==> src/rtl/pipelined_carry_skip_adder.sv <==
// Carry-skip adder/subtractor with one skip block per pipeline stage and a
// valid/ready stream interface; the whole pipe freezes while the output is stalled.
module pipelined_carry_skip_adder #(
   parameter int WIDTH = 16,
   parameter int BLOCK = 4
) (
   input  logic             clk,
   input  logic             rst,
   input  logic             in_valid,
   output logic             in_ready,
   input  logic [WIDTH-1:0] a,
   input  logic [WIDTH-1:0] b,
   input  logic             cin,
   input  logic             sub,
   output logic             out_valid,
   input  logic             out_ready,
   output logic [WIDTH-1:0] sum,
   output logic             cout,
   output logic             ovf
);

   localparam int NBLK = WIDTH / BLOCK;

   // Returns {carry_out, sum_bits} of a BLOCK-bit ripple chain.
   function automatic logic [BLOCK:0] ripple_blk(input logic [BLOCK-1:0] x,
                                                 input logic [BLOCK-1:0] y,
                                                 input logic             ci);
      logic [BLOCK-1:0] s;
      logic             c;
      s = '0;
      c = ci;
      for (int i = 0; i < BLOCK; i++) begin
         s[i] = x[i] ^ y[i] ^ c;
         c    = (x[i] & y[i]) | (c & (x[i] ^ y[i]));
      end
      return {c, s};
   endfunction

   function automatic logic skip_mux(input logic [BLOCK-1:0] x,
                                     input logic [BLOCK-1:0] y,
                                     input logic             ci,
                                     input logic             rc);
      return (&(x ^ y)) ? ci : rc;
   endfunction

   logic             stall;
   logic [WIDTH-1:0] b_eff;
   logic             c0;
   logic             out_valid_d, out_valid_q;
   logic [WIDTH-1:0] res_sum_d, res_sum_q;
   logic             cout_d, cout_q;
   logic             ovf_d, ovf_q;

   always_comb begin
      stall = out_valid_q & ~out_ready;
      b_eff = sub ? ~b : b;
      c0    = cin ^ sub;
   end

   assign in_ready  = ~stall;
   assign out_valid = out_valid_q;
   assign sum       = res_sum_q;
   assign cout      = cout_q;
   assign ovf       = ovf_q;

   // Stages 0..NBLK-2: each carries only the operand bits still to be summed.
   for (genvar k = 0; k < NBLK - 1; k++) begin : stg
      localparam int IN_W = WIDTH - k * BLOCK;
      localparam int RW   = IN_W - BLOCK;
      localparam int SW   = (k + 1) * BLOCK;

      logic [IN_W-1:0] a_in, b_in;
      logic            c_in, vld_in;
      logic [BLOCK:0]  rip;
      logic [SW-1:0]   sum_d, sum_q;
      logic [RW-1:0]   a_d, a_q, b_d, b_q;
      logic            c_d, c_q, vld_d, vld_q;

      if (k == 0) begin : g_src
         assign a_in   = a;
         assign b_in   = b_eff;
         assign c_in   = c0;
         assign vld_in = in_valid;
         always_comb sum_d = rip[BLOCK-1:0];
      end else begin : g_src
         assign a_in   = stg[k-1].a_q;
         assign b_in   = stg[k-1].b_q;
         assign c_in   = stg[k-1].c_q;
         assign vld_in = stg[k-1].vld_q;
         always_comb sum_d = {rip[BLOCK-1:0], stg[k-1].sum_q};
      end

      always_comb begin
         rip   = ripple_blk(a_in[BLOCK-1:0], b_in[BLOCK-1:0], c_in);
         c_d   = skip_mux(a_in[BLOCK-1:0], b_in[BLOCK-1:0], c_in, rip[BLOCK]);
         a_d   = a_in[IN_W-1:BLOCK];
         b_d   = b_in[IN_W-1:BLOCK];
         vld_d = vld_in;
      end

      always_ff @(posedge clk) begin
         if (rst) begin
            vld_q <= 1'b0;
         end else if (!stall) begin
            vld_q <= vld_d;
         end
      end

      always_ff @(posedge clk) begin
         if (!stall) begin
            sum_q <= sum_d;
            a_q   <= a_d;
            b_q   <= b_d;
            c_q   <= c_d;
         end
      end
   end

   // Final stage: top block, carry out and overflow into the output register.
   logic [BLOCK-1:0] a_l, b_l;
   logic             c_l, vld_l;
   logic [BLOCK:0]   rip_l;

   if (NBLK == 1) begin : g_last
      assign a_l   = a;
      assign b_l   = b_eff;
      assign c_l   = c0;
      assign vld_l = in_valid;
      always_comb res_sum_d = rip_l[BLOCK-1:0];
   end else begin : g_last
      assign a_l   = stg[NBLK-2].a_q;
      assign b_l   = stg[NBLK-2].b_q;
      assign c_l   = stg[NBLK-2].c_q;
      assign vld_l = stg[NBLK-2].vld_q;
      always_comb res_sum_d = {rip_l[BLOCK-1:0], stg[NBLK-2].sum_q};
   end

   always_comb begin
      rip_l       = ripple_blk(a_l, b_l, c_l);
      cout_d      = skip_mux(a_l, b_l, c_l, rip_l[BLOCK]);
      // carry into the MSB is recovered as a ^ b ^ sum at that bit
      ovf_d       = (a_l[BLOCK-1] ^ b_l[BLOCK-1] ^ rip_l[BLOCK-1]) ^ cout_d;
      out_valid_d = vld_l;
   end

   always_ff @(posedge clk) begin
      if (rst) begin
         out_valid_q <= 1'b0;
         res_sum_q   <= '0;
         cout_q      <= 1'b0;
         ovf_q       <= 1'b0;
      end else if (!stall) begin
         out_valid_q <= out_valid_d;
         if (out_valid_d) begin
            res_sum_q <= res_sum_d;
            cout_q    <= cout_d;
            ovf_q     <= ovf_d;
         end
      end
   end

endmodule

==> config.mk <==
export PLATFORM = sky130hd
export DESIGN_NAME = pipelined_carry_skip_adder
export DESIGN_NICKNAME = d
export VERILOG_FILES = /design/src/rtl/pipelined_carry_skip_adder.sv
export SDC_FILE = /design/constraint.sdc
export NUM_CORES = 1
export LEC_CHECK = 0
export BUFFER_PORTS_ARGS = -buffer_cell sky130_fd_sc_hd__buf_2
export CORE_MARGIN = 4
export CORE_UTILIZATION = 61
export DETAILED_ROUTE_END_ITERATION = 7
export PLACE_DENSITY = 0.84
export SYNTH_ARGS = -nofsm -noshare
export SYNTH_HDL_FRONTEND = slang
export SYNTH_SLANG_ARGS = --single-unit
==> constraint.sdc <==
create_clock -name clk -period 4.52 [get_ports clk]
set_input_delay 0.226 -clock clk [delete_from_list [all_inputs] [get_ports clk]]
set_output_delay 0.226 -clock clk [all_outputs]
set_load 0.05 [all_outputs]
==> impl_metrics.ini, run 1 <==
[synth]
synth.area.top_cells = edfxtp_1 (57%), dfxtp_1 (11%), fa_1 (8.1%)
synth_top_area_share = 0.572
yosys.area_share.simple = 0.0541
synth_xor_area_frac = 0.0423
synthCells = 264
synthesis.nets = 334
netlist_area_um2 = 3940
yosysWarnings = 0
synth_cell_types = 21
synth-compound-area-share = 0.0299
synth_mux_area_frac = 0.0105
yosysTopAreaCell = edfxtp_1
synth_top_family_by_area = adder cells
synth_fa_ha_area_frac = 0.132
synth_seq_cells = 97
synth.avg_cell_area_um2 = 14.9
ys_seq_area_frac = 0.684

[cells_and_area]
syn_to_final_growth_pct = 14.2
finalNonFillerCells = 404
final_common_cell = edfxtp_1
layout.cells.most_common_list = edfxtp_1 (75), buf_2 (57), inv_1 (34)
antenna_cells = 0
final_area_um2 = 4490
nets = 394
postLayoutCoreUtil = 0.737
final_layout_size_suffix_gt1_frac = 0.237
n_fill_cell = 415

[timing]
tns_ps = 0
final-max-slew-violation-count = 0
final_hold_viol_count = 0
final-setup-viol-count = 0
whs_ps = 34.5
fin_skew_ps = 12.3
slew_headroom = 0.300
finalCritPeriodShare = 0.569
fmax_mhz = 389
max_slew.worst_pin.slew_ps = 1050
final.setup.worst_slack_ps = 1950
grt_setup_unrepaired = false
post-route-min-period_ps = 2570

[detailed_routing]
dr.pass1.iters = 4
wl_per_cell_um = 14.1
drt_iter0_drc = 92
num_vias = 2024
antenna_left = 0
drt_drc_violations_left = 0
finalWirelength_um = 5680
vias_per_cell = 5.01

[floorplan]
die_x_um = 88.3
die_h_um = 88.3
initial_core_util = 0.646
pin_count = 58
rows = 28
core_um2 = 6100
dieArea_um2 = 7800

[critical_path]
crit_start = a_l[0]
critPathKind = flop to flop
cp-start-kind = flop
cp_max_fo = 2
end_kind = flop
required_ps = 4810
crit_end = ovf
rr_worst_depth = 10
r2r_setup_slack_ps = 1950
r2r-end = ovf
rr_startpoint = a_l[0]
worstPathArrival_ps = 2860

[clock_tree]
clock_latency_ps = 360
htreeDepth = 3
cts_hold_buf = 0
path_clk_slew_ps = 100
cts-root-buf = clkbuf_8
post-cts-setup-buffers = 0
cts_tree = built
clockBufferDepth = 2
numCtsBuffers = 9
cts.repair.resized = 0
clock-sinks = 97

[power_and_ir_drop]
p_total_mw = 1.96
ir_drop_uv = 255
p_leak_nw = 1.94
powerDensity_nw_per_um2 = 437

[placement]
hpwl_um = 3890
post_dp_cell_area_um2 = 4260
place_congestion = 0.736
port_buffers = 57
placedCellCount = 388
place_ws_ps = 1730

[run]
max_cap_viol_count = 0

[grt]
met2_usage = 0.293
antenna_found_initial = 0
grt_max_degree = 84
grt_pass1_vias = 2050
grt_use_met3 = 0.0428
track_usage = 0.169
grt_overflow = 0
grt_pass1_wl_um = 9520
top_usage_layer = met2
use_met1 = 0.189

[run_status]
status = finished clean

[worst_hold_path]
min_path_type = primary input to flop
cells in the mapped netlist:
master,instances
edfxtp_1,75
inv_1,34
nand2_1,32
dfxtp_1,22
a21oi_1,21
xor2_1,17
fa_1,16
ha_1,16
nor2_1,7
nand4_1,4
buf_2,3
buf_6,3
mux2i_1,3
clkbuf_1,2
nand2b_1,2
xnor2_1,2
a211oi_2,1
and2_4,1
mux2_2,1
nand2_2,1
nand2b_4,1
cell families after synthesis:
| family | after synthesis |
|---|---|
| fa+ha+maj | 32 |
| flops | 97 |
| simple gates | 48 |
| mux | 4 |
| xor+xnor | 19 |
| compound gates | 22 |
| buf+inv | 42 |
power by group:
group          internal, mW  switching [mW]
Combinational        0.0822           0.117
Clock                 0.318           0.297
Sequential             1.11          0.0430
routing by layer:
metal | wire length [um] | up-vias
met2 | 3000 | 59
met3 | 295 | 16
met4 | 189 | 0
met5 | 0 | -
met1 | 2200 | 961
li1 | - | 988
registers in the layout, summed over array words and instances, names as in the netlist:
register,count
stg.sum_q,24
cout,1
stg.a_q,20
out_valid,1
ovf,1
stg.vld_q,2
a_l,4
c_l,1
b_l,4
sum,16
stg.b_q,20
stg.c_q,2
out_valid_d,1
worst min-delay path by stage:
stage,start,to,depth (start not counted)
2_1_floorplan,rst,ovf,1
3_3_place_gp,stg[0].b_q[5],stg[1].b_q[1],0
3_5_place_dp,a[10],stg[0].a_q[6],1
4_1_cts,a[12],stg[0].a_q[8],1
5_1_grt,a[12],stg[0].a_q[8],1
6_report,a[12],stg[0].a_q[8],1
layout make-up:
type,count,area [um2],area share
Tap cell,75,93.8,0.0209
Clock inverter,3,22.5,0.00501
Sequential cell,97,2690,0.599
Clock buffer,13,213,0.0473
Multi-Input combinational cell,125,1060,0.236
Inverter,34,128,0.0284
Timing Repair Buffer,57,285,0.0635
critical path, cell delays in order, from the launching register on:
cell	delay [ps]
edfxtp_1	400
inv_1	100
fa_1	180
inv_1	50
fa_1	380
fa_1	360
inv_1	80
fa_1	440
xnor2_1	200
xnor2_1	100
a211oi_2	210
No activity file was read; power rests on OpenSTA's default activity.
==> run 2, diff against run 1 <==
--- a/config.mk
+++ b/config.mk
@@ -7,9 +7,9 @@
 export LEC_CHECK = 0
 export BUFFER_PORTS_ARGS = -buffer_cell sky130_fd_sc_hd__buf_2
 export CORE_MARGIN = 4
-export CORE_UTILIZATION = 61
+export CORE_UTILIZATION = 56
 export DETAILED_ROUTE_END_ITERATION = 7
-export PLACE_DENSITY = 0.84
+export PLACE_DENSITY = 0.78
 export SYNTH_ARGS = -nofsm -noshare
 export SYNTH_HDL_FRONTEND = slang
 export SYNTH_SLANG_ARGS = --single-unit
==> constraint.sdc (replaced) <==
create_clock -name clk -period 2.52 [get_ports clk]
set_input_delay 0.126 -clock clk [delete_from_list [all_inputs] [get_ports clk]]
set_output_delay 0.126 -clock clk [all_outputs]
set_load 0.05 [all_outputs]
==> run 2 against run 1 <==
Compared with the run above:
- fmax grew 3.2%
- global-route usage shrank 2.3 points
- cell area grew 3.3%
- die area grew 8.1%
- critical path type unchanged
- largest power group unchanged
- highest routed layer unchanged
==> impl_metrics.ini, run 2 (same netlist as run 1, synthesis figures left out) <==
[run_status]
status = finished clean

[floorplan]
core_um2 = 6790
die_h_um = 91.8
initial_core_util = 0.579
rows = 30
dieArea_um2 = 8430
die_x_um = 91.8
pin_count = 58

[timing]
finalCritPeriodShare = 0.990
max_slew.worst_pin.slew_ps = 426
post-route-min-period_ps = 2490
fmax_mhz = 401
final_hold_viol_count = 0
final-max-slew-violation-count = 0
fin_skew_ps = 12.3
grt_setup_unrepaired = true
tns_ps = 0
slew_headroom = 0.716
final-setup-viol-count = 0

[cells_and_area]
largest_reg_flops = 24
syn_to_final_growth_pct = 18.0
postLayoutCoreUtil = 0.683
antenna_cells = 0
final_common_cell = edfxtp_1
final_layout_size_suffix_gt1_frac = 0.261
regMostFlops = stg.sum_q
final_area_um2 = 4640
nets = 410
reg_top3 = stg.sum_q (24), stg.a_q (20), stg.b_q (20)
layout.cells.most_common_list = edfxtp_1 (75), buf_2 (57), nand2_1 (32)

[power_and_ir_drop]
p_seq_frac = 0.614
power.switching_uw = 806
clock_power_share = 0.270
ir_drop_uv = 456
p_total_mw = 3.35
p_leak_nw = 1.99
swShare = 0.240
powerDensity_nw_per_um2 = 722
comb_power_share = 0.116
power.internal_mw = 2.55

[detailed_routing]
vias_per_cell = 4.68
dr.pass1.iters = 4
antenna_left = 0
routed.top_layer = met4
wl_met2_um = 3060
routedLengthMet1_um = 2250
wl_per_cell_um = 12.8
num_vias = 2066
drt_drc_violations_left = 0
drt_iter0_drc = 82
wl_met3_um = 270
finalWirelength_um = 5640

[clock_tree]
cts_tree = built
numCtsBuffers = 9
clock-sinks = 97
cts-root-buf = clkbuf_8
htreeDepth = 3
clock_latency_ps = 350
path_clk_slew_ps = 90
clockBufferDepth = 2

[placement]
post_dp_cell_area_um2 = 4310
port_buffers = 57
place_congestion = 0.773
hpwl_um = 3630

[critical_path]
max_stage_delay_ps = 450
critPathKind = flop to flop
required_ps = 2740
cp_slowest_cell = fa_1
path_cells = inv_2 -> fa_2 -> inv_2 -> fa_2 -> fa_2 -> inv_2 -> fa_1 -> xnor2_2 -> xnor2_1 -> a211oi_2
cp-start-kind = flop
end_kind = flop
worstPathArrival_ps = 2710
cp_max_fo = 2

[worst_hold_path]
min_path_type = primary input to flop

[grt]
grt_pass1_vias = 2062
grt_overflow = 0
grt_pass1_wl_um = 9340
track_usage = 0.145
antenna_found_initial = 0
grt_max_degree = 77

[run]
max_cap_viol_count = 0
==> run 2: path summary, 6_finish.rpt <==
kind	start	endpoint	slack [ps]	depth (start not counted)
setup / recovery	a_l[0]	ovf	30	10
setup reg to reg	a_l[0]	ovf	30	10
hold reg to reg	stg[1].sum_q[7]	stg[2].sum_q[7]	420	0
hold / removal	in_valid	stg[0].vld_q	40	3
==> run 2: power groups by stage <==
| stage | Combinational, mW | Clock [mW] | Sequential (mW) |
|---|---|---|---|
| final | 0.387 | 0.905 | 2.06 |
| after global placement | 0.332 | 0 | 2.08 |
| after detailed placement | 0.356 | 0 | 2.10 |
| after floorplan | 0.213 | 0 | 2.11 |
| after CTS | 0.377 | 0.927 | 2.06 |
| after global routing | 0.446 | 1.01 | 2.08 |
==> run 2: cell type report <==
cell class                      count  area (um2)
Clock buffer                       11         141
Clock inverter                      5        38.8
Fill cell                         487        2150
Inverter                           34         128
Multi-Input combinational cell    125        1070
Sequential cell                    97        2690
Tap cell                           96         120
Timing Repair Buffer               73         448
==> run 2: per-stage QoR <==
stage / hold slack, ps / instances / setup slack [ps]
4_1_cts: 16.5 / 441 / 2.08
2_1_floorplan: 191 / 264 / 105
5_1_grt: 55.0 / 441 / -66.7
6_report: 36.0 / 441 / 26.4
3_5_place_dp: 304 / 411 / -45.1
3_3_place_gp: 303 / 411 / 44.9
==> run 2: repair_timing <==
item,4_1_cts,5_1_grt
hold buffers,12,0
buffers inserted,2,0
gates cloned,0,0
hold endpoints to repair,12,0
pin swaps,3,4
endpoints found under the setup margin,1,1
resized for setup,5,4
==> run 2: layer usage <==
| metal | global-route usage | up-vias |
|---|---|---|
| li1 | - | 1019 |
| met1 | 0.170 | 992 |
| met2 | 0.258 | 51 |
| met3 | 0.0427 | 4 |
| met4 | 0.0446 | 0 |
| met5 | 0 | - |
==> run 2: worst max-delay path: cells and delay by family (launching register included) <==
kind | cells | cell delay (ps)
compound gates | 1 | 80
xor+xnor | 2 | 340
fa+ha+maj | 4 | 1330
buf+inv | 3 | 190
flops | 1 | 420
==> run 3, diff against run 2 <==
--- a/config.mk
+++ b/config.mk
@@ -10,6 +10,7 @@
 export CORE_UTILIZATION = 56
 export DETAILED_ROUTE_END_ITERATION = 7
 export PLACE_DENSITY = 0.78
+export REMOVE_ABC_BUFFERS = 1
 export SYNTH_ARGS = -nofsm -noshare
 export SYNTH_HDL_FRONTEND = slang
 export SYNTH_SLANG_ARGS = --single-unit
==> constraint.sdc (replaced) <==
create_clock -name clk -period 2.8 [get_ports clk]
set_input_delay 0.14 -clock clk [delete_from_list [all_inputs] [get_ports clk]]
set_output_delay 0.14 -clock clk [all_outputs]
set_load 0.05 [all_outputs]
==> run 3 against run 2 <==
Compared with the run above:
- setup slack better by 190 ps
- first-iteration DRC count up 3.7%
- die area unchanged
- global-route usage down 0.15 points
- sequential power down 10%
- fmax down 3.4%
- wire length down 2.8%
==> impl_metrics.ini, run 3 (same netlist as run 1, synthesis figures left out) <==
[grt]
top_usage_layer = met2
track_usage = 0.144
met2_usage = 0.241
use_met1 = 0.168
grt_pass1_wl_um = 9340
grt_overflow = 0
grt_max_degree = 54
grt_pass1_vias = 2029
antenna_found_initial = 0
grt_use_met3 = 0.0312

[critical_path]
end_kind = flop
path_cells = inv_1 -> fa_1 -> inv_1 -> fa_1 -> fa_1 -> inv_1 -> fa_1 -> xnor2_1 -> xnor2_1 -> a211oi_2
crit_start = b_l[0]
max_stage_delay_ps = 430
rr_worst_depth = 10
critPathKind = flop to flop
cp_max_fo = 2
r2r_setup_slack_ps = 220
cpMostUsedCell = fa_1
worstPathArrival_ps = 2850
cp-start-kind = flop
required_ps = 3070
r2r-end = ovf
crit_end = ovf
cp_slowest_cell = fa_1
rr_startpoint = b_l[0]

[timing]
fin_skew_ps = 15.4
post-route-min-period_ps = 2580
final_hold_viol_count = 0
final-setup-viol-count = 0
finalCritPeriodShare = 0.922
slew_headroom = 0.564
fmax_mhz = 387
grt_setup_unrepaired = false
tns_ps = 0
max_slew.worst_pin.slew_ps = 654
final-max-slew-violation-count = 0

[placement]
hpwl_um = 3870
port_buffers = 57
place_congestion = 0.807

[clock_tree]
clockBufferDepth = 2
clock-sinks = 97
cts-root-buf = clkbuf_8
path_clk_slew_ps = 100
clock_latency_ps = 350
numCtsBuffers = 9
cts_tree = built
post-cts-setup-buffers = 0
htreeDepth = 3

[detailed_routing]
drt_drc_violations_left = 0
antenna_left = 0
num_vias = 1990
drt_iter0_drc = 85
vias_per_cell = 4.52
dr.pass1.iters = 4
wl_per_cell_um = 12.5
finalWirelength_um = 5480

[floorplan]
core_um2 = 6790
die_h_um = 91.8
dieArea_um2 = 8430
die_x_um = 91.8
rows = 30
pin_count = 58
initial_core_util = 0.579

[power_and_ir_drop]
clock_power_share = 0.291
p_leak_nw = 1.99
comb_power_share = 0.106
ir_drop_uv = 415
p_total_mw = 3.08
power.internal_mw = 2.37
powerDensity_nw_per_um2 = 664
power.switching_uw = 712
swShare = 0.231
p_seq_frac = 0.603

[cells_and_area]
largest_reg_flops = 24
layout.cells.most_common_list = edfxtp_1 (75), buf_2 (57), inv_1 (34)
postLayoutCoreUtil = 0.682
regArea_um2 = 2690
multiInputGateArea_um2 = 1060
n_fill_cell = 466
final_common_cell = edfxtp_1
syn_to_final_growth_pct = 17.7
final_layout_size_suffix_gt1_frac = 0.235
reg_top3 = stg.sum_q (24), stg.a_q (20), stg.b_q (20)
antenna_cells = 0
nets = 409
regMostFlops = stg.sum_q

[worst_hold_path]
worstHoldPathCells = 3
min_path_type = primary input to flop

[run]
max_cap_viol_count = 0

[run_status]
status = finished clean
==> run 3: cell types whose count changed in the layout (fill, tap and decap cells not counted), sizes merged <==
cell    change
bufinv      +1
buf         -1
clkbuf      -1
==> run 3: stage by stage <==
| step | cells | setup WS [ps] | cell area [um2] | hold WS [ps] |
|---|---|---|---|---|
| CTS | 440 | 217 | 4630 | 15.6 |
| global placement | 412 | 323 | 4310 | 316 |
| floorplan | 256 | 385 | 3880 | 205 |
| detailed placement | 412 | 239 | 4310 | 318 |
| global route | 440 | 18.5 | 4630 | 35.5 |
| finish | 440 | 218 | 4630 | 24.9 |
==> run 3: what timing repair did <==
| item | 4_1_cts | 5_1_grt |
|---|---|---|
| hold buffers | 12 | 0 |
| hold endpoints to repair | 12 | 0 |
| gates resized for setup | 0 | 0 |
==> run 3: worst min path at each step <==
stage / start / endpoint
6_report: in_valid / stg[0].vld_q
5_1_grt: in_valid / stg[0].vld_q
4_1_cts: in_valid / stg[0].vld_q
3_5_place_dp: a[7] / stg[0].a_q[3]
3_3_place_gp: a[10] / stg[0].a_q[6]
2_1_floorplan: rst / ovf
==> run 3: layout make-up <==
type	instances	area share
inverter	34	0.0276
clock buffer	10	0.0297
tap	96	0.0259
clock inverter	6	0.0143
multi-input combinational	125	0.229
timing repair buffer	72	0.0924
sequential	97	0.581
==> run 3: metal layers <==
layer	vias to the layer above	routed length (um)
li1	1015	-
met1	917	2250
met2	48	2780
met3	10	275
met4	0	177
met5	-	0
==> run 3: power groups by stage <==
stage                     clock, mW  combinational, mW  sequential (mW)
final                         0.895              0.327             1.85
after global routing          0.988              0.388             1.88
after CTS                     0.921              0.330             1.86
after detailed placement          0              0.315             1.89
after global placement            0              0.301             1.88
after floorplan                   0              0.180             1.90
==> run 3: worst max-delay path, delay by kind of cell, from the launching register on <==
kind	cells	cell delay, ps
AOI/OAI and AO/OA	1	220
xor gates and xnor gates	2	310
adders and majority gates	4	1340
buffers and inverters	3	220
DFF	1	410
